[src/rtl/bus_arbiter.sv]
`default_nettype none
// ============================================================================
// Module   : bus_arbiter
// Purpose  : Four-agent ownership sequencer for the shared 8-bit bus with
//            header check, beat counting and end-of-transaction ack.
// Options  : ARB_TIMEOUT_EN enables the GRANT-state watchdog.
// Revision : 1.0 - initial release
// ============================================================================
module bus_arbiter #(
    parameter int MAX_BEATS      = 16,
    parameter int TIMEOUT_CYCLES = 64
) (
    input  logic       clk,
    input  logic       rst_n,
    input  logic [3:0] req,
    output logic [3:0] grant,
    output logic [1:0] owner_id,
    output logic       busy,
    input  logic       bus_valid,
    input  logic [7:0] bus_data,
    output logic       ack,
    output logic       hdr_err,
    output logic       timeout_err
);
    localparam int                BEAT_W   = $clog2(MAX_BEATS + 1);
    localparam logic [BEAT_W-1:0] BEAT_MAX = BEAT_W'(MAX_BEATS);

    typedef enum logic [1:0] {
        IDLE    = 2'd0,
        GRANT   = 2'd1,
        XFER    = 2'd2,
        RELEASE = 2'd3
    } state_t;

    state_t            state, state_nxt;
    logic [1:0]        rr_ptr, rr_ptr_nxt;
    logic [BEAT_W-1:0] beat_cnt, beat_cnt_nxt;
    logic [3:0]        grant_nxt;
    logic [1:0]        owner_nxt;
    logic              busy_nxt, ack_nxt, hdr_err_nxt, timeout_nxt;
    logic              req_owner, wd_expire;
    logic [1:0]        seq1, seq2, winner;
    logic              win_found;
    logic              unused_bus_bits;

    function automatic logic [1:0] inc3(input logic [1:0] x);
        return (x >= 2'd2) ? 2'd0 : x + 2'd1;
    endfunction

    assign req_owner       = req[owner_id];
    assign unused_bus_bits = ^{bus_data[7:4], bus_data[1:0]};
    assign seq1            = inc3(rr_ptr);
    assign seq2            = inc3(seq1);

    // Control agent pre-empts the round-robin among the crypto cores.
    always_comb begin
        win_found = 1'b1;
        winner    = 2'd3;
        if (req[3])            winner = 2'd3;
        else if (req[rr_ptr])  winner = rr_ptr;
        else if (req[seq1])    winner = seq1;
        else if (req[seq2])    winner = seq2;
        else                   win_found = 1'b0;
    end

`ifdef ARB_TIMEOUT_EN
    localparam int              WD_W   = $clog2(TIMEOUT_CYCLES + 1);
    localparam logic [WD_W-1:0] WD_MAX = WD_W'(TIMEOUT_CYCLES);
    logic [WD_W-1:0] wd_cnt;

    always_ff @(posedge clk or negedge rst_n) begin
        if (!rst_n)
            wd_cnt <= '0;
        else if (state != GRANT || state_nxt != GRANT)
            wd_cnt <= '0;
        else if (!bus_valid && wd_cnt != WD_MAX)
            wd_cnt <= wd_cnt + 1'b1;
    end

    assign wd_expire = (state == GRANT) && !bus_valid && (wd_cnt == WD_MAX - 1'b1);
`else
    logic unused_timeout_cfg;
    assign unused_timeout_cfg = (TIMEOUT_CYCLES != 0);
    assign wd_expire          = 1'b0;
`endif

    always_comb begin
        state_nxt    = state;
        grant_nxt    = grant;
        owner_nxt    = owner_id;
        busy_nxt     = busy;
        rr_ptr_nxt   = rr_ptr;
        beat_cnt_nxt = beat_cnt;
        ack_nxt      = 1'b0;
        hdr_err_nxt  = 1'b0;
        timeout_nxt  = 1'b0;
        case (state)
            IDLE: begin
                busy_nxt     = 1'b0;
                beat_cnt_nxt = '0;
                if (win_found) begin
                    state_nxt = GRANT;
                    grant_nxt = 4'b0001 << winner;
                    owner_nxt = winner;
                    busy_nxt  = 1'b1;
                end
            end
            GRANT: begin
                if (bus_valid) begin
                    if (bus_data[3:2] == owner_id) begin
                        beat_cnt_nxt = BEAT_W'(1);
                        state_nxt    = XFER;
                    end else begin
                        hdr_err_nxt = 1'b1;
                        state_nxt   = RELEASE;
                    end
                end else if (!req_owner) begin
                    state_nxt = RELEASE;
                end else if (wd_expire) begin
                    timeout_nxt = 1'b1;
                    state_nxt   = RELEASE;
                end
            end
            XFER: begin
                if (bus_valid) begin
                    if (beat_cnt != BEAT_MAX)
                        beat_cnt_nxt = beat_cnt + 1'b1;
                    if (beat_cnt_nxt == BEAT_MAX)
                        state_nxt = RELEASE;
                end else if (!req_owner) begin
                    state_nxt = RELEASE;
                end
            end
            RELEASE: begin
                state_nxt = IDLE;
                busy_nxt  = 1'b0;
                if (owner_id != 2'd3)
                    rr_ptr_nxt = inc3(owner_id);
            end
            default: state_nxt = IDLE;
        endcase
        // Entering RELEASE: drop the grant and broadcast ack in the same cycle.
        if (state != RELEASE && state_nxt == RELEASE) begin
            ack_nxt   = 1'b1;
            grant_nxt = 4'b0000;
        end
    end

    always_ff @(posedge clk or negedge rst_n) begin
        if (!rst_n) begin
            state       <= IDLE;
            grant       <= 4'b0000;
            owner_id    <= 2'd0;
            busy        <= 1'b0;
            ack         <= 1'b0;
            hdr_err     <= 1'b0;
            timeout_err <= 1'b0;
            rr_ptr      <= 2'd0;
            beat_cnt    <= '0;
        end else begin
            state       <= state_nxt;
            grant       <= grant_nxt;
            owner_id    <= owner_nxt;
            busy        <= busy_nxt;
            ack         <= ack_nxt;
            hdr_err     <= hdr_err_nxt;
            timeout_err <= timeout_nxt;
            rr_ptr      <= rr_ptr_nxt;
            beat_cnt    <= beat_cnt_nxt;
        end
    end
endmodule
`default_nettype wire

[config.mk]
export PLATFORM = sky130hd
export DESIGN_NAME = bus_arbiter
export DESIGN_NICKNAME = d
export VERILOG_FILES = /design/src/rtl/bus_arbiter.sv
export SDC_FILE = /design/constraint.sdc
export NUM_CORES = 1
export LEC_CHECK = 0
export ABC_AREA = 1
export BUFFER_PORTS_ARGS = -buffer_cell sky130_fd_sc_hd__buf_2
export CAP_MARGIN = 20
export CORE_ASPECT_RATIO = 0.7
export CORE_MARGIN = 5
export CORE_UTILIZATION = 58
export CTS_CLUSTER_DIAMETER = 100
export DETAILED_ROUTE_END_ITERATION = 10
export PLACE_DENSITY_LB_ADDON = 0.08
export SYNTH_ARGS = -nofsm -noshare
export SYNTH_HDL_FRONTEND = slang
export SYNTH_SLANG_ARGS = --single-unit
[constraint.sdc]
create_clock -name clk -period 2.7 [get_ports clk]
set_input_delay 0 -clock clk [delete_from_list [all_inputs] [get_ports clk]]
set_output_delay 0 -clock clk [all_outputs]
set_load 0.02 [all_outputs]
* Yosys cells after proc, flatten, opt, wreduce, memory -nomap -nowiden
Index checks and enable logic that the tools add are counted.
** Word-level totals
- Register bits after elaboration :: 18
- Input port bits :: 15
- Output and inout port bits :: 10
- Word-level logic and storage cells :: 84
** Cells by class
- Add/subtract/negate cells :: 4
- Magnitude comparators :: 7
- Eq/ne operators :: 12
- Shift operators :: 1
- Mux-type cells :: 42
- Reduce and logical (&&, ||, !) cells :: 10
** Operators with widths (number)
- $mux W5 :: 6
- $mux W2 :: 12
- $pmux W5 S3 :: 1
- $mux W1 :: 14
- $lt A2 B3 Y1 const B :: 4
- $mux W4 :: 3
- $ne A2 B2 Y1 const B :: 5
- $bmux W1 S2 :: 4
- $pmux W2 S4 :: 1
- $add A2 B1 Y2 const B :: 3
- $eq A2 B2 Y1 const B :: 3
- $ge A2 B2 Y1 const B :: 3
- $reduce_and A2 Y1 :: 3
- $reduce_bool A2 Y1 :: 3
- $add A5 B1 Y5 const B :: 1
- $eq A5 B5 Y1 const B :: 1
- $ne A5 B5 Y1 const B :: 1
- $reduce_and A4 Y1 :: 1
- $shl A1 B2 Y4 const A :: 1
- $reduce_bool A3 Y1 :: 1
- $eq A2 B1 Y1 const B :: 1
- $eq A2 B2 Y1 :: 1
- $logic_not A2 Y1 :: 1
- $pmux W1 S2 :: 1
- $logic_and A1 B1 Y1 :: 1

* Longest topological paths before layout
Gate-level depths: netlist (run 1).
- Depth after elaboration :: 16
- Mapped depth :: 15
- Mapped depth without buffers :: 15

* Least setup slack after synthesis (run 1)
No wires, ideal clock.
- Path type :: flip-flop to flip-flop
- From :: reg owner_id[0]
- To :: reg beat_cnt[1]
- Setup time :: 0.083 ns
- Data arrival time :: 1.515 ns
- Required time :: 2.617 ns
- Slack :: 1.102 ns
- Stages on the path, launching flop included :: 8
- Path buffers :: 1
- Clock period less this slack :: 1.598 ns
- Path through :: dfrtp_1 -> buf_6 -> or2_1 -> a22oi_2 -> nor2_2 -> nor3_4 -> nand3_2 -> o22ai_1
** Between the ends
- Longest elaborated chain between the ends :: 3
** RTL lines
- from (decl) :: line 17 : output logic [1:0] owner_id,
- from (signal assigned) :: line 163 : owner_id <= owner_nxt;
- $eq A2 B2 Y1 :: line 110 : if (bus_data[3:2] == owner_id) begin
- $ne A2 B2 Y1 (no line)
- $reduce_and A4 Y1 (no line)
- to (signal assigned) :: line 169 : beat_cnt <= beat_cnt_nxt;
- to (decl) :: line 37 : logic [BEAT_W-1:0] beat_cnt, beat_cnt_nxt;
Every way passes these cells.
A chain may end at the register's enable or synchronous reset.

* Final worst setup path (run 1)
- From :: reg state[0]
- To :: reg beat_cnt[2]
** Between the ends
- Longest elaborated chain between the ends :: 3
- Elaborated cells on any way between the ends :: 9
- Classes of those cells :: eq/ne (5); mux (1); reduce/logical (3)
** RTL lines
- from (decl) :: line 35 : state_t state, state_nxt;
- from (signal assigned) :: line 161 : state <= state_nxt;
- $eq A2 B1 Y1 (tied with other cells) :: line 97 : case (state)
- $ne A2 B2 Y1 (no line) or $reduce_bool A3 Y1 (tied branches)
- $reduce_and A4 Y1 (no line)
Parallel ways exist; a longest one is shown, timed or not.

==> run metrics, run 1 <==
diode count=0; worst-skew pair later-pin latency=0.30 ns; post-route ant nets=0; fin worst setup slack=0.891 ns; Finish-stage setup viols=0; Mean Syn Cell Area=6.79 µm²; Post-synth top cells=nand2_1 (63), inv_1 (28), dfrtp_1 (18), nand3_1 (16), nor2_1 (12); Post-CTS Setup Bufs=0; Place WS=0.943 ns; DR vias/cell=5.16; register area share after synthesis=0.361; clk slew on worst S/H paths=0.10 ns; WP data arrival=2.03 ns; hold crit path type=primary input to flop; yosys warns=0; drt total wl=2.62 mm; WS Path Type=flop to flop; nets=226; largest net degree at the start of global routing=19; Synth async-reset ratio=1.00; first-pass GRT wire length=4.47 mm; crit path capture type=flop; DR iter-0 viols=120; VDD IR max=0.000734 V; Hold Vio Cnt, Final=0; H-tree depth=1; DIE AREA=3200 µm²; Die Y=48.8 µm; Mapped Nets=205; ys flop type=dfrtp_1; Root Driver=clkbuf_4; Avg WL per Cell=11.5 µm; drc violations=0; Core Box Area=2100 µm²; Pre-antenna DRT Iters=6; leading area contributor after synthesis=dfrtp_1; TNS Setup=0 ns; leak pwr=0.775 nW; minimum clock period=1.81 ns; Pwr per Cell Area=1080 nW/µm²; vias in the first global route=1030; I/O pin count=25; I/O Buffers=17; Max-Cap Viols=0; Req. time, crit path=2.92 ns; Max Slew Vio Count=0; Total GRT Usage=0.177; crit start category=flop; Area growth syn-to-layout=11.4%; clock sinks=18; grt ovf=0; starting density of the core=0.594; Fmax achieved=0.553 GHz; CTS tree=done; CTS Buf Count=3; via count=1176; Yosys reg bits=18; post-route clock skew=0.000787 ns; worst-path maximum fanout=7; die span in x=65.5 µm; row cnt=14; most frequent cell after synthesis=nand2_1; fin crit share=0.670; Max clock buf depth=2; status=finished, final reports clean; Synth Instances=184; EDFF count, synth=0; RePlAce Congestion=0.777; Netlist cell types=24; top cell type's share of synthesized area=0.361; initial antenna violation count=0; DP Wirelength=2.11 mm; Syn Std Cell Area=1250 µm²; Synth area leaders=dfrtp_1 (36%), nand2_1 (19%), inv_1 (8.4%), nand3_1 (6.4%), ha_1 (6.0%); share of cells above drive strength 1=0.157; unrepaired setup endpoints after global routing=no
==> metrics by stage <==
stage	cell area, µm²	total power, W	hold WS (ns)	utilization	std cells
floorplan	1250	0.00113	-0.296	-	184
global placement	1350	0.00131	-0.0547	0.640	223
detailed placement	1350	0.00134	-0.0478	0.640	223
CTS	1390	0.00151	0.0259	0.662	228
global route	1390	0.00166	0.0678	0.662	228
finish	1390	0.00151	0.0378	0.662	228
==> power by group <==
part	switching, W	internal, W	total, W
clock network	0.0000859	0.0000823	0.000168
registers	0.0000817	0.000362	0.000444
logic	0.000604	0.000292	0.000896
total	0.000771	0.000737	0.00151
==> metal layers <==
layer  global-route usage  wire, µm  vias up
met5                    0         0        -
met4               0.0310         0        0
met3               0.0507       139        0
met2                0.254      1120       27
met1                0.268      1360      532
li1                     -         -      617
==> worst paths after layout <==
path | from | endpoint | slack (ns) | cells past startpoint
max | state[0]$_DFF_PN0_ | beat_cnt[2]$_DFFE_PN0P_ | 0.89 | 8
min | bus_valid | hdr_err$_DFF_PN0_ | 0.04 | 3
max reg2reg | state[0]$_DFF_PN0_ | beat_cnt[2]$_DFFE_PN0P_ | 0.89 | 8
min reg2reg | busy$_DFFE_PN0P_ | busy$_DFFE_PN0P_ | 0.51 | 2
max in group asynchronous | rst_n | rr_ptr[0]$_DFFE_PN0P_ | 2.28 | 2
min in group asynchronous | rst_n | ack$_DFF_PN0_ | 0.14 | 2
==> worst max-delay path, cell delays in order (launching register included) <==
cell     delay (ns)
dfrtp_1        0.43
inv_1          0.15
ha_1           0.22
inv_1          0.06
nand2_1        0.10
nor2_1         0.09
nor3_4         0.35
nand3_2        0.18
o22ai_1        0.15
==> cells in the final DEF (no fill, tap or decap) <==
cell           count
a21oi_2            1
or2_2              1
nand2_1           63
nor3_1             1
nand4_1            2
nand3_1           16
nor3_4             1
nor2_2             1
ha_1               6
clkbuf_4           3
a21oi_1            9
conb_1             1
nor2_1            12
inv_2              3
clkbuf_8           1
nand2_2            1
inv_1             28
or2_1              1
nand3_2            2
buf_2             17
o21ai_0            9
a22oi_2            1
o22ai_1            4
dlygate4sd3_1      1
o211ai_1           1
dfrtp_1           18
==> repair_timing <==
action / 4_1_cts / 5_1_grt
endpoints found under the hold margin: 18 / 0
setup endpoints to repair: 0 / 0
hold buffers: 1 / 0
gates resized for setup: 0 / 0
==> flip-flops by register name, indices dropped and copies added, names as in the netlist <==
register / count
beat_cnt: 5
grant: 4
owner_id: 2
rr_ptr: 2
state: 2
ack: 1
busy: 1
hdr_err: 1
==> area by class of cell <==
cell class | instances | area, µm²
clock buffers | 4 | 36.3
fillers | 204 | 711
inverters | 31 | 116
multi-input cells | 133 | 663
flip-flops and latches | 18 | 450
well taps | 24 | 30.0
repair buffers | 18 | 95.1
==> logic make-up (layout without fill, tap and decap cells) <==
group | after synthesis | count (layout) | share of synthesized area
AOI/OAI and AO/OA | 25 | 25 | 0.115
adders and majority gates | 6 | 6 | 0.0601
buffers and inverters | 33 | 53 | 0.108
DFF | 18 | 18 | 0.361
other | 1 | 1 | 0.00300
and+or+nand+nor | 101 | 101 | 0.353
Power figures use the tool's default switching activity.
==> run 2: changes to the inputs <==
- CORE_UTILIZATION: 58 -> 54
- clock period: 2.7 -> 1.82 ns (I/O delays scaled with it)
==> run metrics, run 2 (synthesized netlist as in run 1, its figures left out) <==
WP depth=9 (was 8); Root Driver=clkbuf_4 (unchanged); worst path buffer plus inverter count=3 (was 2); clk slew on worst S/H paths=0.11 ns (was 0.10 ns); share of cells above drive strength 1=0.258 (was 0.157); Pwr per Cell Area=1660 nW/µm² (was 1080 nW/µm²); Finish-stage setup viols=0 (unchanged); Avg WL per Cell=12.5 µm (was 11.5 µm); Total GRT Usage=0.193 (was 0.177); Crit path largest cell delay=0.41 ns (was 0.43 ns); delay-heaviest family, CP=simple AND/OR/NAND/NOR gates (unchanged); Core Box Area=2170 µm² (was 2100 µm²); Placement Cell Area=1360 µm² (was 1350 µm²); CP cell instances=buf_4 -> ha_2 -> inv_1 -> nand2_1 -> nand2_1 -> inv_1 -> nor3_4 -> nand3_4 -> o22ai_1 (was inv_1 -> ha_1 -> inv_1 -> nand2_1 -> nor2_1 -> nor3_4 -> nand3_2 -> o22ai_1); Top reg by flops=beat_cnt (unchanged); WP data arrival=1.95 ns (was 2.03 ns); initial antenna violation count=0 (unchanged); fin crit share=0.945 (was 0.670); minimum clock period=1.72 ns (was 1.81 ns); biggest regs=beat_cnt: 5 flops, grant: 4 flops (unchanged); most frequent cells in the layout=nand2_1 (60), inv_1 (24), buf_2 (17) (was nand2_1 (63), inv_1 (28), dfrtp_1 (18)); cell area after layout=1500 µm² (was 1390 µm²); first-pass GRT wire length=5.05 mm (was 4.47 mm); Die Y=50.2 µm (was 48.8 µm); worst hold stages=3 (unchanged); VDD IR max=0.000855 V (was 0.000734 V); # fillers=199 (was 204); Hold Vio Cnt, Final=0 (unchanged); via count=1256 (was 1176); met1 GRT Util=0.283 (was 0.268); crit path capture type=flop (unchanged); DP Wirelength=2.25 mm (was 2.11 mm); diode count=0 (unchanged); worst-skew pair later-pin latency=0.30 ns (about the same); DR iter-0 viols=135 (was 120); unrepaired setup endpoints after global routing=no (unchanged); crit start category=flop (unchanged); WS Path Type=flop to flop (unchanged); met3 Track Usage GR=0.0536 (was 0.0507); vias in the first global route=1143 (was 1030); grt ovf=0 (unchanged); DR vias/cell=5.21 (was 5.16); I/O pin count=25 (unchanged); nets=231 (was 226); post-route ant nets=0 (unchanged); Fmax achieved=0.582 GHz (was 0.553 GHz); met2 usage=0.283 (was 0.254); worst-path maximum fanout=4 (was 7); post-route clock skew=0.00692 ns (was 0.000787 ns); worst r2r path cells=9 (was 8); RePlAce Congestion=0.847 (was 0.777); drt total wl=3.02 mm (was 2.62 mm); most common cell after layout, fill and taps aside=nand2_1 (unchanged); DIE AREA=3390 µm² (was 3200 µm²); GR peak layer=met1 (unchanged); Max-Cap Viols=0 (unchanged); I/O Buffers=17 (unchanged); TNS Setup=0 ns (unchanged); leak pwr=0.797 nW (was 0.775 nW); CTS Buf Count=3 (unchanged); drc violations=0 (unchanged); Max Slew Vio Count=0 (unchanged); clock sinks=18 (unchanged); status=finished, final reports clean (unchanged); row cnt=14 (unchanged); Req. time, crit path=2.05 ns (was 2.92 ns); hold crit path type=primary input to flop (unchanged); Pre-antenna DRT Iters=4 (was 6); Area growth syn-to-layout=20.2% (was 11.4%); max reg flops=5 (unchanged); starting density of the core=0.575 (was 0.594); CTS tree=done (unchanged); H-tree depth=1 (unchanged); largest net degree at the start of global routing=19 (unchanged); die span in x=67.5 µm (was 65.5 µm); Worst path slowest cell=dfrtp_1 (unchanged); Max clock buf depth=2 (unchanged)
[run 2: final timing paths]
| path | from | slack, ns | end |
|---|---|---|---|
| setup / recovery | state[1]$_DFF_PN0_ | 0.10 | beat_cnt[4]$_DFFE_PN0P_ |
| max in group asynchronous | rst_n | 1.33 | beat_cnt[1]$_DFFE_PN0P_ |
| setup reg to reg | state[1]$_DFF_PN0_ | 0.10 | beat_cnt[4]$_DFFE_PN0P_ |
| min in group asynchronous | rst_n | 0.17 | owner_id[0]$_DFFE_PN0P_ |
| hold / removal | bus_valid | 0.01 | hdr_err$_DFF_PN0_ |
| hold reg to reg | busy$_DFFE_PN0P_ | 0.49 | busy$_DFFE_PN0P_ |
[run 2: layout make-up]
| class | count | area (µm²) | area share |
|---|---|---|---|
| Tap cell | 32 | 40.0 | 0.0267 |
| Clock buffer | 4 | 36.3 | 0.0242 |
| Multi-Input combinational cell | 133 | 719 | 0.479 |
| Sequential cell | 18 | 453 | 0.302 |
| Timing Repair Buffer | 23 | 136 | 0.0908 |
| Inverter | 31 | 116 | 0.0775 |
[run 2: worst min-delay path, delay by kind of cell]
kind          cells  cell delay, ns
simple gates      1            0.07
buf+inv           2            0.21
[run 2: routing by layer]
metal | vias up | share of wire
li1 | 631 | -
met1 | 579 | 0.48
met2 | 44 | 0.45
met3 | 2 | 0.062
met4 | 0 | 0.0026
met5 | - | 0
[run 2: timing repair]
| item | in CTS | in global routing |
|---|---|---|
| hold buffers | 1 | 0 |
| setup buffers | 0 | 4 |
| gates resized for setup | 0 | 20 |
| hold endpoints to repair | 18 | 0 |
| endpoints found under the setup margin | 0 | 9 |
[run 2: where the power goes]
group          leakage (nW)  internal [W]  total, W  switching [W]
Combinational         0.545      0.000561   0.00158        0.00102
Clock                0.0210      0.000122  0.000252       0.000130
Sequential            0.231      0.000540  0.000668       0.000129
Total                 0.797       0.00122   0.00250        0.00127
[run 2: stage by stage]
step	hold slack (ns)	cells	power (W)	worst slack [ns]	utilization
6_report	0.0115	241	0.00250	0.101	0.691
5_1_grt	0.0311	241	0.00273	0.000554	0.691
4_1_cts	0.00756	237	0.00229	0.0729	0.649
3_5_place_dp	-0.0400	232	0.00202	0.112	0.627
3_3_place_gp	-0.0568	232	0.00197	0.148	0.627
2_1_floorplan	-0.296	184	0.00168	0.222	-
==> run 3: changes to the inputs <==
--- a/config.mk
+++ b/config.mk
@@ -12,6 +12,7 @@
 export CORE_MARGIN = 5
-export CORE_UTILIZATION = 54
+export CORE_UTILIZATION = 56
+export CTS_BUF_LIST = sky130_fd_sc_hd__clkbuf_8
 export CTS_CLUSTER_DIAMETER = 100
 export DETAILED_ROUTE_END_ITERATION = 10
-export PLACE_DENSITY_LB_ADDON = 0.08
+export PLACE_DENSITY_LB_ADDON = 0.2
 export SYNTH_ARGS = -nofsm -noshare
==> constraint.sdc (replaced) <==
create_clock -name clk -period 1.82 [get_ports clk]
set_input_delay 0.364 -clock clk [delete_from_list [all_inputs] [get_ports clk]]
set_output_delay 0.364 -clock clk [all_outputs]
set_load 0.02 [all_outputs]
==> run metrics, run 3 (synthesized netlist as in run 1, its figures left out) <==
status=finished, final reports clean (unchanged); crit path from=beat_cnt[0]$_DFFE_PN0P_ (was state[1]$_DFF_PN0_); Place WS=0.0432 ns (was 0.112 ns); I/O Buffers=17 (unchanged); # hold bufs at CTS=0 (was 1); worst r2r path cells=13 (was 9); clock sinks=18 (unchanged); diode count=0 (unchanged); # fillers=189 (was 199); nets=231 (unchanged); row cnt=14 (unchanged); cell area after layout=1500 µm² (about the same); Max clock buf depth=2 (unchanged); max reg flops=5 (unchanged); CP cell instances=ha_1 -> nand3_1 -> nand2_1 -> nand2_1 -> nor2_1 -> nand3_2 -> nand2_1 -> nand2_1 -> nand2_1 -> nand2_1 -> nand2_2 -> nand2_1 -> nor2_2 (was buf_4 -> ha_2 -> inv_1 -> nand2_1 -> nand2_1 -> inv_1 -> nor3_4 -> nand3_4 -> o22ai_1); fin crit share=0.957 (was 0.945); Worst path slowest cell=dfrtp_1 (unchanged); I/O pin count=25 (unchanged); CTS Buf Count=3 (unchanged); Seq pwr share=0.256 (was 0.268); delay-heaviest family, CP=simple AND/OR/NAND/NOR gates (unchanged); post-route ant nets=0 (unchanged); via count=1264 (was 1256); Fmax achieved=0.574 GHz (was 0.582 GHz); vias in the first global route=1132 (was 1143); drc violations=0 (unchanged); WS Path Type=flop to flop (unchanged); Placement Cell Area=1370 µm² (was 1360 µm²); CTS tree=done (unchanged); starting density of the core=0.584 (was 0.575); DP Wirelength=2.31 mm (was 2.25 mm); Final Core Density=0.701 (was 0.691); Die Y=49.5 µm (was 50.2 µm); hold crit path type=primary input to async pin (was primary input to flop); R2R setup slack=0.08 ns (was 0.10 ns); grt ovf=0 (unchanged); worst-path maximum fanout=6 (was 4); share of cells above drive strength 1=0.234 (was 0.258); fin worst setup slack=0.0787 ns (was 0.101 ns); Max-Cap Viols=0 (unchanged); Finish-stage setup viols=0 (unchanged); WP data arrival=1.93 ns (was 1.95 ns); CP dominant cell by count=nand2_1; first-pass GRT wire length=5.18 mm (was 5.05 mm); H-tree depth=1 (unchanged); post-route clock skew=0.00521 ns (was 0.00692 ns); most frequent cells in the layout=nand2_1 (60), inv_1 (27), dfrtp_1 (18) (was nand2_1 (60), inv_1 (24), buf_2 (17)); Reg-to-Reg Start=beat_cnt[0]$_DFFE_PN0P_ (was state[1]$_DFF_PN0_); Req. time, crit path=2.01 ns (was 2.05 ns); worst path buffer plus inverter count=0 (was 3); VDD IR max=0.00106 V (was 0.000855 V); largest net degree at the start of global routing=19 (unchanged); Pre-antenna DRT Iters=4 (unchanged); most common cell after layout, fill and taps aside=nand2_1 (unchanged); internal power=0.00128 W (was 0.00122 W); DR iter-0 viols=170 (was 135); Combinational Power Share=0.611 (was 0.631); clock share of power=0.133 (was 0.101); Pwr per Cell Area=1700 nW/µm² (was 1660 nW/µm²); leak pwr=0.811 nW (was 0.797 nW); switching share of power=0.499 (was 0.510); minimum clock period=1.74 ns (was 1.72 ns); crit start category=flop (unchanged); DR vias/cell=5.24 (was 5.21); Area growth syn-to-layout=20.0% (was 20.2%); Root Driver=clkbuf_8 (was clkbuf_4); crit path capture type=flop (unchanged); die span in x=66.4 µm (was 67.5 µm); clk slew on worst S/H paths=0.07 ns (was 0.11 ns); unrepaired setup endpoints after global routing=yes (was no); Crit path largest cell delay=0.44 ns (was 0.41 ns); Hold Vio Cnt, Final=0 (unchanged); Total GRT Usage=0.202 (was 0.193); Top reg by flops=beat_cnt (unchanged); DIE AREA=3290 µm² (was 3390 µm²); Avg WL per Cell=12.7 µm (was 12.5 µm); drt total wl=3.07 mm (was 3.02 mm); worst-skew pair later-pin latency=0.26 ns (was 0.30 ns); Max Slew Vio Count=0 (unchanged); R2R Path End=ack$_DFF_PN0_ (was beat_cnt[4]$_DFFE_PN0P_); Power Total=0.00255 W (was 0.00250 W); sw power=0.00127 W (about the same); TNS Setup=0 ns (unchanged); RePlAce Congestion=0.879 (was 0.847); biggest regs=beat_cnt: 5 flops, grant: 4 flops (unchanged); Core Box Area=2140 µm² (was 2170 µm²); initial antenna violation count=0 (unchanged)
[run 3: changes by cell type in the layout (fill, tap and decap cells not counted), sizes merged]
cell and change:
buf +1, dlygate4sd3 -1
[run 3: area by class of cell]
type                    instances  area (µm²)  area share
multi-input cells             133         707       0.472
flip-flops and latches         18         450       0.301
repair buffers                 23         130      0.0868
inverters                      31         116      0.0776
clock buffers                   4        55.1      0.0367
well taps                      32        40.0      0.0267
[run 3: how the worst max path moves through the flow]
stage,slack (ns),depth (start not counted),end
final,0.08,13,ack$_DFF_PN0_
after global routing,-0.04,13,ack$_DFF_PN0_
after CTS,0.02,15,ack$_DFF_PN0_
after detailed placement,0.04,15,ack$_DFF_PN0_
after global placement,0.15,15,ack$_DFF_PN0_
after floorplan,0.22,7,beat_cnt[1]$_DFFE_PN0P_
[run 3: stage by stage]
stage	std cells	hold slack, ns
2_1_floorplan	184	0.0684
3_3_place_gp	233	0.312
3_5_place_dp	233	0.328
4_1_cts	237	0.0395
5_1_grt	241	0.0566
6_report	241	0.0269
[run 3: layer usage]
metal / vias to the layer above / part of all wire / global-route usage
met1: 568 / 0.47 / 0.285
li1: 631 / - / -
met3: 9 / 0.074 / 0.0591
met2: 56 / 0.44 / 0.310
met5: - / 0 / 0
met4: 0 / 0.012 / 0.0372
[run 3: power groups by stage]
| stage | clock network [W] | registers, W | logic [W] |
|---|---|---|---|
| after global routing | 0.000368 | 0.000674 | 0.00172 |
| after CTS | 0.000346 | 0.000652 | 0.00140 |
| final | 0.000338 | 0.000653 | 0.00156 |
| after floorplan | 0 | 0.000736 | 0.000947 |
| after detailed placement | 0 | 0.000659 | 0.00139 |
| after global placement | 0 | 0.000648 | 0.00133 |
[run 3: timing repair]
action	4_1_cts	5_1_grt
setup buffers	0	4
setup endpoints to repair	0	10
resized for setup	0	12
